--- src/rtl/alu_dispatch_pkg.sv ---
// ---------------------------------------------------------------------------
// opcodes: shared types and constants for the alu_dispatch block.
//   instruction_t    - 32-bit RV32I instruction word
//   register_t       - 32-bit architectural register value
//   OPC_*            - major opcodes the dispatcher can issue
//   dispatch_state_t - dispatcher FSM state encoding
//   is_supported()   - true for the opcodes above
// ---------------------------------------------------------------------------
package opcodes;

    typedef logic [31:0] instruction_t;
    typedef logic [31:0] register_t;

    localparam logic [6:0] OPC_OP     = 7'b0110011;
    localparam logic [6:0] OPC_OP_IMM = 7'b0010011;
    localparam logic [6:0] OPC_LUI    = 7'b0110111;
    localparam logic [6:0] OPC_AUIPC  = 7'b0010111;

    typedef enum logic [1:0] {
        IDLE  = 2'd0,
        ISSUE = 2'd1,
        WAIT  = 2'd2
    } dispatch_state_t;

    function automatic logic is_supported(input logic [6:0] opc);
        return (opc == OPC_OP) || (opc == OPC_OP_IMM) ||
               (opc == OPC_LUI) || (opc == OPC_AUIPC);
    endfunction

endpackage

--- src/rtl/alu_dispatch_if.sv ---
// ---------------------------------------------------------------------------
// alu_dispatch_if: fetch handshake, ALU issue/return and retire pulses.
//   slave  - the dispatcher's view (drives in_ready, alu_*, done, illegal)
//   master - the environment's view (fetch + ALU side)
// ---------------------------------------------------------------------------
interface alu_dispatch_if;
    import opcodes::*;

    logic         in_valid;
    logic         in_ready;
    instruction_t in_instr;
    register_t    in_pc;

    instruction_t alu_instr;
    register_t    alu_op1;
    register_t    alu_op2;
    logic         alu_enable;
    logic         alu_instr_exec;
    register_t    alu_result;

    logic         done;
    logic         illegal;

    modport slave (
        input  in_valid, in_instr, in_pc, alu_instr_exec, alu_result,
        output in_ready, alu_instr, alu_op1, alu_op2, alu_enable, done, illegal
    );

    modport master (
        output in_valid, in_instr, in_pc, alu_instr_exec, alu_result,
        input  in_ready, alu_instr, alu_op1, alu_op2, alu_enable, done, illegal
    );

endinterface

--- src/rtl/alu_dispatch_regfile.sv ---
// ---------------------------------------------------------------------------
// regfile: 32 x 32-bit register file, x0 reads as zero.
//   clk, rst_n            - clock, synchronous active-low reset (clears all)
//   i_rs1_addr/o_rs1_data - combinational read port 1
//   i_rs2_addr/o_rs2_data - combinational read port 2
//   i_dbg_addr/o_dbg_data - combinational debug read port
//   i_we, i_wr_addr, i_wr_data - synchronous write port (x0 writes dropped)
// ---------------------------------------------------------------------------
module regfile
    import opcodes::*;
(
    input  logic       clk,
    input  logic       rst_n,
    input  logic [4:0] i_rs1_addr,
    input  logic [4:0] i_rs2_addr,
    input  logic [4:0] i_dbg_addr,
    output register_t  o_rs1_data,
    output register_t  o_rs2_data,
    output register_t  o_dbg_data,
    input  logic       i_we,
    input  logic [4:0] i_wr_addr,
    input  register_t  i_wr_data
);

    register_t r_regs [32];

    // NOTE: this array is cleared on reset only because the block must come
    // out of reset with every register at zero; storage without that
    // requirement should not be reset, so it can map onto RAM.
    always_ff @(posedge clk) begin
        if (!rst_n) begin
            for (int i = 0; i < 32; i++) begin
                r_regs[i] <= '0;
            end
        end else if (i_we && (i_wr_addr != 5'd0)) begin
            r_regs[i_wr_addr] <= i_wr_data;
        end
    end

    // x0 is forced to zero on read so its storage never matters.
    assign o_rs1_data = (i_rs1_addr == 5'd0) ? '0 : r_regs[i_rs1_addr];
    assign o_rs2_data = (i_rs2_addr == 5'd0) ? '0 : r_regs[i_rs2_addr];
    assign o_dbg_data = (i_dbg_addr == 5'd0) ? '0 : r_regs[i_dbg_addr];

endmodule

--- src/rtl/alu_dispatch.sv ---
// ---------------------------------------------------------------------------
// alu_dispatch: single-issue RV32I dispatcher for OP / OP-IMM / LUI / AUIPC.
// Accepts one instruction in IDLE, presents it with operands to an external
// ALU for one ISSUE cycle, then in WAIT retires the registered ALU result to
// rd (done) or rejects it (illegal). Throughput is one instruction per three
// cycles.
//   trace    - nonzero: print each issued instruction (simulation only)
//   clk      - clock, all state on rising edge
//   rst_n    - synchronous active-low reset
//   bus      - fetch handshake, ALU interface and done/illegal pulses
//   dbg_addr - debug register-file read address
//   dbg_data - combinational debug read data
// ---------------------------------------------------------------------------
module alu_dispatch
    import opcodes::*;
#(
    parameter int trace = 0
) (
    input  logic          clk,
    input  logic          rst_n,
    alu_dispatch_if.slave bus,
    input  logic [4:0]    dbg_addr,
    output register_t     dbg_data
);

    dispatch_state_t r_state;
    instruction_t    r_instr;
    register_t       r_op1;
    register_t       r_op2;
    logic            r_done;
    logic            r_illegal;

    logic [6:0] w_opcode;
    logic       w_supported;
    register_t  w_rs1_data;
    register_t  w_rs2_data;
    register_t  w_op1;
    register_t  w_op2;
    register_t  w_imm_i;
    register_t  w_imm_u;
    logic       w_we;

    assign w_opcode    = bus.in_instr[6:0];
    assign w_supported = is_supported(w_opcode);
    assign w_imm_i     = {{20{bus.in_instr[31]}}, bus.in_instr[31:20]};
    assign w_imm_u     = {bus.in_instr[31:12], 12'b0};

    // Retire only from WAIT with the ALU's acceptance; reset blocks the write.
    assign w_we = rst_n && (r_state == WAIT) && bus.alu_instr_exec;

    regfile u_regfile (
        .clk        (clk),
        .rst_n      (rst_n),
        .i_rs1_addr (bus.in_instr[19:15]),
        .i_rs2_addr (bus.in_instr[24:20]),
        .i_dbg_addr (dbg_addr),
        .o_rs1_data (w_rs1_data),
        .o_rs2_data (w_rs2_data),
        .o_dbg_data (dbg_data),
        .i_we       (w_we),
        .i_wr_addr  (r_instr[11:7]),
        .i_wr_data  (bus.alu_result)
    );

    // NOTE: every output of this block gets a default before the case so no
    // path leaves a value unassigned, which would otherwise infer a latch.
    always_comb begin
        w_op1 = w_rs1_data;
        w_op2 = w_rs2_data;
        case (w_opcode)
            OPC_OP_IMM: w_op2 = w_imm_i;
            OPC_LUI: begin
                w_op1 = w_imm_u;
                w_op2 = '0;
            end
            OPC_AUIPC: begin
                w_op1 = w_imm_u;
                w_op2 = bus.in_pc;
            end
            default: ;
        endcase
    end

    // NOTE: state is updated with non-blocking assignments so every register
    // samples pre-edge values regardless of statement order.
    always_ff @(posedge clk) begin
        if (!rst_n) begin
            r_state   <= IDLE;
            r_instr   <= '0;
            r_op1     <= '0;
            r_op2     <= '0;
            r_done    <= 1'b0;
            r_illegal <= 1'b0;
        end else begin
            r_done    <= 1'b0;
            r_illegal <= 1'b0;
            case (r_state)
                IDLE: begin
                    if (bus.in_valid) begin
                        if (w_supported) begin
                            r_instr <= bus.in_instr;
                            r_op1   <= w_op1;
                            r_op2   <= w_op2;
                            r_state <= ISSUE;
                        end else begin
                            r_illegal <= 1'b1;
                        end
                    end
                end
                ISSUE: r_state <= WAIT;
                WAIT: begin
                    // done and illegal come from disjoint branches here and
                    // from IDLE, so they can never pulse together.
                    if (bus.alu_instr_exec) begin
                        r_done <= 1'b1;
                    end else begin
                        r_illegal <= 1'b1;
                    end
                    r_state <= IDLE;
                end
                default: r_state <= IDLE;
            endcase
        end
    end

    assign bus.in_ready   = (r_state == IDLE);
    assign bus.alu_enable = (r_state == ISSUE);
    assign bus.alu_instr  = r_instr;
    assign bus.alu_op1    = r_op1;
    assign bus.alu_op2    = r_op2;
    assign bus.done       = r_done;
    assign bus.illegal    = r_illegal;

`ifndef SYNTHESIS
    always_ff @(posedge clk) begin
        if ((trace != 0) && rst_n && (r_state == IDLE) && bus.in_valid && w_supported) begin
            $display("alu_dispatch: issue pc=%08h instr=%08h op1=%08h op2=%08h",
                     bus.in_pc, bus.in_instr, w_op1, w_op2);
        end
    end
`endif

endmodule

--- src/flat_wrapper.sv ---
// flat-port wrapper written by rule: the top's interface ports become plain ports
module alu_dispatch_flat import opcodes::*;
#(
    parameter int trace = 0
)
  (clk, rst_n, dbg_addr, dbg_data, bus_in_valid, bus_in_instr, bus_in_pc, bus_alu_instr_exec, bus_alu_result, bus_in_ready, bus_alu_instr, bus_alu_op1, bus_alu_op2, bus_alu_enable, bus_done, bus_illegal);
  alu_dispatch_if bus_i ();
  input  logic clk;
  input  logic rst_n;
  input  logic [4:0] dbg_addr;
  output register_t dbg_data;
  input wire logic [$bits(bus_i.in_valid)-1:0] bus_in_valid;
  input wire logic [$bits(bus_i.in_instr)-1:0] bus_in_instr;
  input wire logic [$bits(bus_i.in_pc)-1:0] bus_in_pc;
  input wire logic [$bits(bus_i.alu_instr_exec)-1:0] bus_alu_instr_exec;
  input wire logic [$bits(bus_i.alu_result)-1:0] bus_alu_result;
  output wire logic [$bits(bus_i.in_ready)-1:0] bus_in_ready;
  output wire logic [$bits(bus_i.alu_instr)-1:0] bus_alu_instr;
  output wire logic [$bits(bus_i.alu_op1)-1:0] bus_alu_op1;
  output wire logic [$bits(bus_i.alu_op2)-1:0] bus_alu_op2;
  output wire logic [$bits(bus_i.alu_enable)-1:0] bus_alu_enable;
  output wire logic [$bits(bus_i.done)-1:0] bus_done;
  output wire logic [$bits(bus_i.illegal)-1:0] bus_illegal;
  assign bus_i.in_valid = bus_in_valid;
  assign bus_i.in_instr = bus_in_instr;
  assign bus_i.in_pc = bus_in_pc;
  assign bus_i.alu_instr_exec = bus_alu_instr_exec;
  assign bus_i.alu_result = bus_alu_result;
  assign bus_in_ready = bus_i.in_ready;
  assign bus_alu_instr = bus_i.alu_instr;
  assign bus_alu_op1 = bus_i.alu_op1;
  assign bus_alu_op2 = bus_i.alu_op2;
  assign bus_alu_enable = bus_i.alu_enable;
  assign bus_done = bus_i.done;
  assign bus_illegal = bus_i.illegal;
  alu_dispatch #(.trace(trace)) u_core (.clk(clk), .rst_n(rst_n), .bus(bus_i), .dbg_addr(dbg_addr), .dbg_data(dbg_data));
endmodule
--- config.mk ---
export PLATFORM = sky130hd
export DESIGN_NAME = alu_dispatch_flat
export DESIGN_NICKNAME = d
export VERILOG_FILES = /design/src/rtl/alu_dispatch_pkg.sv /design/src/rtl/alu_dispatch_if.sv /design/src/rtl/alu_dispatch_regfile.sv /design/src/rtl/alu_dispatch.sv /design/src/flat_wrapper.sv
export SDC_FILE = /design/constraint.sdc
export NUM_CORES = 2
export LEC_CHECK = 0
export ABC_AREA = 0
export CORE_MARGIN = 3
export CORE_UTILIZATION = 40
export CTS_CLUSTER_DIAMETER = 30
export DETAILED_ROUTE_END_ITERATION = 12
export GPL_TIMING_DRIVEN = 0
export PLACE_DENSITY = 0.63
export SYNTH_ARGS = -nofsm -noshare
export SYNTH_HDL_FRONTEND = slang
export SYNTH_SLANG_ARGS = --single-unit
--- constraint.sdc ---
create_clock -name clk -period 11.7 [get_ports clk]
set_clock_uncertainty 0.1 [all_clocks]
set_input_delay 2.34 -clock clk [delete_from_list [all_inputs] [get_ports clk]]
set_output_delay 2.34 -clock clk [all_outputs]
set_load 0.01 [all_outputs]
# After elaboration in Yosys (flattened, before gate mapping)
# Memory sizes are Yosys's and may differ from the RTL's.
# Index checks and enable logic that the tools add are counted.
word_totals:
  regBits: 100
  mem_bits_rw: 1024
  input_bits: 105
  mem_count: 1
  word_cells: 51
op_classes:
  n_reduce_logical: 16
  n_mux: 20
  eq_ne: 8
mem_list:
  columns: ["name", "words", "width", "read_ports", "rd_clocked_by_memory_dff", "wr", "line", "rtl"]
  rows:
  - ["u_core.u_regfile.r_regs", 32, 32, 3, 0, 32, "alu_dispatch_regfile.sv:25", "register_t r_regs [32];"]
ops:
  columns: ["operator", "n"]
  rows:
  - ["two-way mux 32 bit", 5]
  - ["case mux 32 bit (3 select lines)", 1]
  - ["OR reduction 32 bit", 1]
  - ["zero test 5 bit", 3]
  - ["== test 7 x 5 -> 1 bit, second input constant", 2]
  - ["== test 7 x 6 -> 1 bit, second input constant", 2]
  - ["two-way mux 1 bit", 9]
  - ["two-way mux 5 bit", 1]
  - ["nonzero test 5 bit", 1]
  - ["two-way mux 2 bit", 2]
  - ["case mux 2 bit (2 select lines)", 1]
  - ["AND reduction 2 bit", 2]
  - ["logical AND 1 bit", 3]
  - ["logical OR 1 bit", 3]
  - ["AND reduction 3 bit", 1]
  - ["== test 2 x 1 -> 1 bit, second input constant", 1]
  - ["== test 2 bit, second input constant", 1]
  - ["zero test 2 bit", 1]
  - ["!= test 2 x 1 -> 1 bit, second input constant", 1]
  - ["!= test 2 bit, second input constant", 1]
  - ["case mux 1 bit (2 select lines)", 1]
  - ["OR reduction 2 bit", 1]

# Depth between registers and ports, before layout
logic_depth:
  word_depth: 9
  depth_mapped: 10
  depth_no_buf: 5

# By module
# From an unflattened synthesis, not the netlist that was laid out.
hier_totals:
  cells_unflattened: 4871
  area_unflattened_um2: 67350.8
by_module_without_submodules:
  columns: ["mod", "instances", "cells_per_inst", "area_each_um2", "seq_area_each_um2"]
  rows:
  - ["regfile", 1, 4328, 62563.8, 30749.5]
  - ["alu_dispatch", 1, 543, 4787.1, 2001.9]

# Worst setup path after synthesis
# Ideal clock, no wire load.
synth_timing:
  path_type: "input to output"
  from: "in dbg_addr[1]"
  to: "out dbg_data[1]"
  arrival_time_ns: 4.057
  setup_slack_ns: 5.203
  cell_stages: 7
  t_required_ns: 9.260
  path_cell_list: "clkbuf_1 clkbuf_1 buf_1 mux4_2 mux4_2 nand2_1 o21ai_1"
synth_between:
  elab_chain_cells: 2
  elab_cells_between_ends: 3
  cone_classes: "mux: 1; reduce/logical: 1; memory: 1"
synth_lines:
  columns: ["element", "line", "rtl"]
  rows:
  - ["start, declared", "flat_wrapper.sv:10", "input logic [4:0] dbg_addr;"]
  - ["memory (32 x 32 bit) / zero test 5 bit (equally long branches)", null, null]
  - ["two-way mux 32 bit (*)", "alu_dispatch_regfile.sv:43", "assign o_dbg_data = (i_dbg_addr == 5'd0) ? '0 : r_regs[i_dbg_addr];"]
  - ["end, declared", "flat_wrapper.sv:11", "output register_t dbg_data;"]
# Mark *: on every way between the ends. The rest lies on a longest branch, timed or not.

# Final worst setup path
layout_timing:
  from: "in dbg_addr[3]"
  to: "out dbg_data[28]"
# The elaborated chain is that of the path after synthesis.

==> out/results.md <==
| Metric | Reported | Unit |
|:---|:---|:---|
| Final hold violations | 0 | - |
| Distinct cell type count of the synthesized netlist | 63 | - |
| Tmin final | 9670 | ps |
| Antenna viol nets, final | 0 | - |
| Fraction of layout instances using a drive strength above 1 | 30.4 | % |
| Global routing met3 resource utilization | 16.2 | % |
| Post-synth ARST share | 0 | % |
| Met1 Usage GRT | 47.9 | % |
| Worst min path class | reg2reg | - |
| Total core area | 164000 | um2 |
| Clock latency on the worst-skew pair | 940 | ps |
| Number of levels the H-tree was split into | 5 | - |
| Failing checks | max-capacitance violations, max-slew violations | - |
| Average size of a mapped cell | 14.9 | um2 |
| Category of cells accounting for the largest share of critical-path delay | buffers and inverters | - |
| Critical path's slowest cell | sky130_fd_sc_hd__clkbuf_1 | - |
| Residual DRC | 0 | - |
| TritonCTS clock tree | yes | - |
| Critical path required time | 9260 | ps |
| Share of the yosys chip area belonging to registers | 49.3 | % |
| Ordered list of cells on the worst path | clkdlybuf4s50_1, clkbuf_1, clkbuf_1, mux4_2, inv_1, o21ai_1, clkdlybuf4s50_1 | - |
| Setup crit end kind | output port | - |
| List of most frequent post-synthesis cells | sky130_fd_sc_hd__edfxtp_1 (1024), sky130_fd_sc_hd__and2_1 (994), sky130_fd_sc_hd__mux4_2 (797) | - |
| Number of top-level design ports | 237 | - |
| Detailed Route Iter0 Violations | 10430 | - |
| Number of cells on the worst hold path | 2 | - |
| Die Outline Area | 171000 | um2 |
| Slew at the pin closest to its max-slew limit | 1670 | ps |
| Maximum clock insertion buffer count | 4 | - |
| Cell count after synthesis | 4465 | - |
| Quantity of hold-fixing buffers added after cts | 0 | - |
| Pin count of the biggest net entering global routing | 25 | - |
| Wire length of the first global-routing pass | 449 | mm |
| PwrDens | 173 | nW/um2 |
| Number of synthesized flops with an enable pin | 1024 | - |
| Detailed placer's ending HPWL | 251 | mm |
| Placement Setup Slack | 2540 | ps |
| Detailed Route WL | 344 | mm |
| Cell type with the highest aggregate area in the netlist | sky130_fd_sc_hd__edfxtp_1 | - |
| Peak ir drop on the vdd network | 0.000150 | V |
| Number of global-route vias before repair | 50146 | - |
| Area share of the largest cell type after synthesis | 46.3 | % |
| Post-Synthesis Cell Area | 66500 | um2 |
| Final period util | 82.6 | % |
| Synth Warn # | 0 | - |
| Global-route track usage on met2 | 55.4 | % |
| Result of the run | complete, but fails checks | - |
| Y dimension of the die | 414 | um |
| Count of cells along the worst register-to-register path | 7 | - |
| Quantity of gates resized following cts | 0 | - |
| Number of standard cells in the layout, taps in and fillers out | 7489 | - |
| Die Width | 414 | um |
| Largest cells by area after synthesis | sky130_fd_sc_hd__edfxtp_1 (46%), sky130_fd_sc_hd__mux4_2 (27%), sky130_fd_sc_hd__and2_1 (9.4%), sky130_fd_sc_hd__dfxtp_1 (3.0%), sky130_fd_sc_hd__clkbuf_1 (1.8%) | - |
| Overall fraction of global-route tracks in use | 39.9 | % |
| Number of cells on the critical path | 7 | - |
| Congestion Overflow GR | 0 | - |
| RePlAce Congestion | 1.05 | - |
| Number of placement rows | 148 | - |
| Sum Neg Setup Slack | 0 | ps |
| Sort of element at the start of the critical path | primary input | - |
| Slack of the critical path | 2030 | ps |
| Seq cells post-synth | 1124 | - |
| Iteration count of the initial detailed-routing pass | 6 | - |
| Post-route worst hold slack | 349 | ps |
| Area delta synth->final | 24.9 | % |
| Leak | 29.7 | nW |
| Avg Vias per Cell | 7.05 | - |
| Post-CTS Repair Setup Buffers | 0 | - |
| Final setup vio count | 0 | - |
| Pins Over Slew Limit | 105 | - |
| Arr. time, crit path | 7230 | ps |
| Peak fanout along the critical path | 10 | - |
| Fraction of the core area covered by cells at the end of the flow | 50.7 | % |
| Clock tree root buffer cell | sky130_fd_sc_hd__clkbuf_16 | - |
| Most used DFF post-synth | sky130_fd_sc_hd__edfxtp_1 | - |
| Clk sink count | 1124 | - |
| Starting utilization of the core area | 40.6 | % |
| Gr busiest metal | met2 | - |
| Number of antenna violations at the first check in global routing | 32 | - |
| Number of port buffers | 225 | - |
| DR WL/cell | 45.9 | um |
| Buffer and inverter count on the worst path | 5 | - |
| Total number of vias | 52770 | - |
| Startpoint-to-endpoint class of the critical path | in2out | - |
| Setup repair after global routing missed its margin | no | - |
| Slew margin rel. | -12.0 | % |
| Number of maximum-capacitance violations | 11 | - |
| Peak Freq | 103 | MHz |
| Reg clk slew, reported paths | 40 | ps |
| Cell count after placement | 6951 | - |
| Net count reported at finish | 5181 | - |
| Number of buffers added by the clock tree synthesis step | 296 | - |
| Delay contributed by the slowest stage of the critical path | 1230 | ps |
| Top-count cell post-synth | sky130_fd_sc_hd__edfxtp_1 | - |
-- area by class of cell --
| class | instances | area [um2] |
|---|---|---|
| antenna | 16 | 40.0 |
| tap | 2175 | 2720 |
| timing repair buffer | 282 | 3570 |
| inverter | 41 | 154 |
| buffer | 500 | 2360 |
| multi-input combinational | 2831 | 31700 |
| fill | 13919 | 80900 |
| sequential | 1124 | 32800 |
| clock inverter | 180 | 2030 |
| clock buffer | 340 | 7690 |
-- report_power, final --
group | leakage [nW] | internal (mW) | switching [mW]
Combinational | 13.7 | 0.626 | 1.03
Sequential | 11.4 | 4.52 | 0.107
Clock | 4.69 | 5.55 | 2.54
-- path summary, 6_finish.rpt --
check / from / slack (ps) / to
max: dbg_addr[3] / 2030 / dbg_data[28]
min: u_core.bus.alu_op1[3] / 350 / u_core.bus.alu_op1[3]
max reg2reg: u_core.r_state[1] / 7050 / u_core.u_regfile.r_regs[22][14]
min reg2reg: u_core.bus.alu_op1[3] / 350 / u_core.bus.alu_op1[3]
-- worst register-to-register path, stage by stage (launching register included) --
cell                       delay [ps]
sky130_fd_sc_hd__dfxtp_1          400
sky130_fd_sc_hd__nor2b_1          190
sky130_fd_sc_hd__and3_1           260
sky130_fd_sc_hd__buf_2            360
sky130_fd_sc_hd__nand3b_1         400
sky130_fd_sc_hd__nor3_1          1410
sky130_fd_sc_hd__nand2b_2         880
sky130_fd_sc_hd__buf_12           280
-- routing by layer --
metal / vias up / part of all wire (%)
met5: - / 0.11
met4: 20 / 11
met3: 1445 / 15
met2: 5587 / 41
met1: 26756 / 33
li1: 18962 / -
-- metrics by stage --
stage               total power, mW  cell area (um2)
global placement               6.22            71600
finish                         14.4            83000
CTS                            14.2            82900
detailed placement             6.25            73200
global route                   14.5            83000
floorplan                      5.47            66600
-- cells in the final DEF, fill, tap and decap left out, drive strengths merged, types with 74 or more instances in the layout --
cell,synthesis,routed
a21oi,74,74
and2,995,995
buf,189,246
clkbuf,311,651
clkdlybuf4s50,0,225
clkinv,0,105
dfxtp,100,100
edfxtp,1024,1024
mux2,89,89
mux2i,116,116
mux4,818,818
nand2,162,162
nor2,86,86
o21ai,99,99
-- sequential cells by signal (all words and copies together) (netlist names) --
register	flops
u_core.r_state	2
u_core.bus.alu_instr	32
u_core.bus.alu_op1	32
u_core.bus.alu_op2	32
u_core.bus.illegal	1
u_core.bus.done	1
u_core.u_regfile.r_regs	1024
-- cell families (layout without fill, tap and decap cells) --
kind of cell	after synthesis	in the layout	synth area share (%)
other	1	48	0.00564
buffers and inverters	541	1343	3.75
AO/OA/AOI/OAI	395	395	3.86
flip-flops	1124	1124	49.3
multiplexers	1023	1023	31.1
AND/OR/NAND/NOR	1381	1381	12.0
Note: power is estimated with default switching activity, not from simulation.
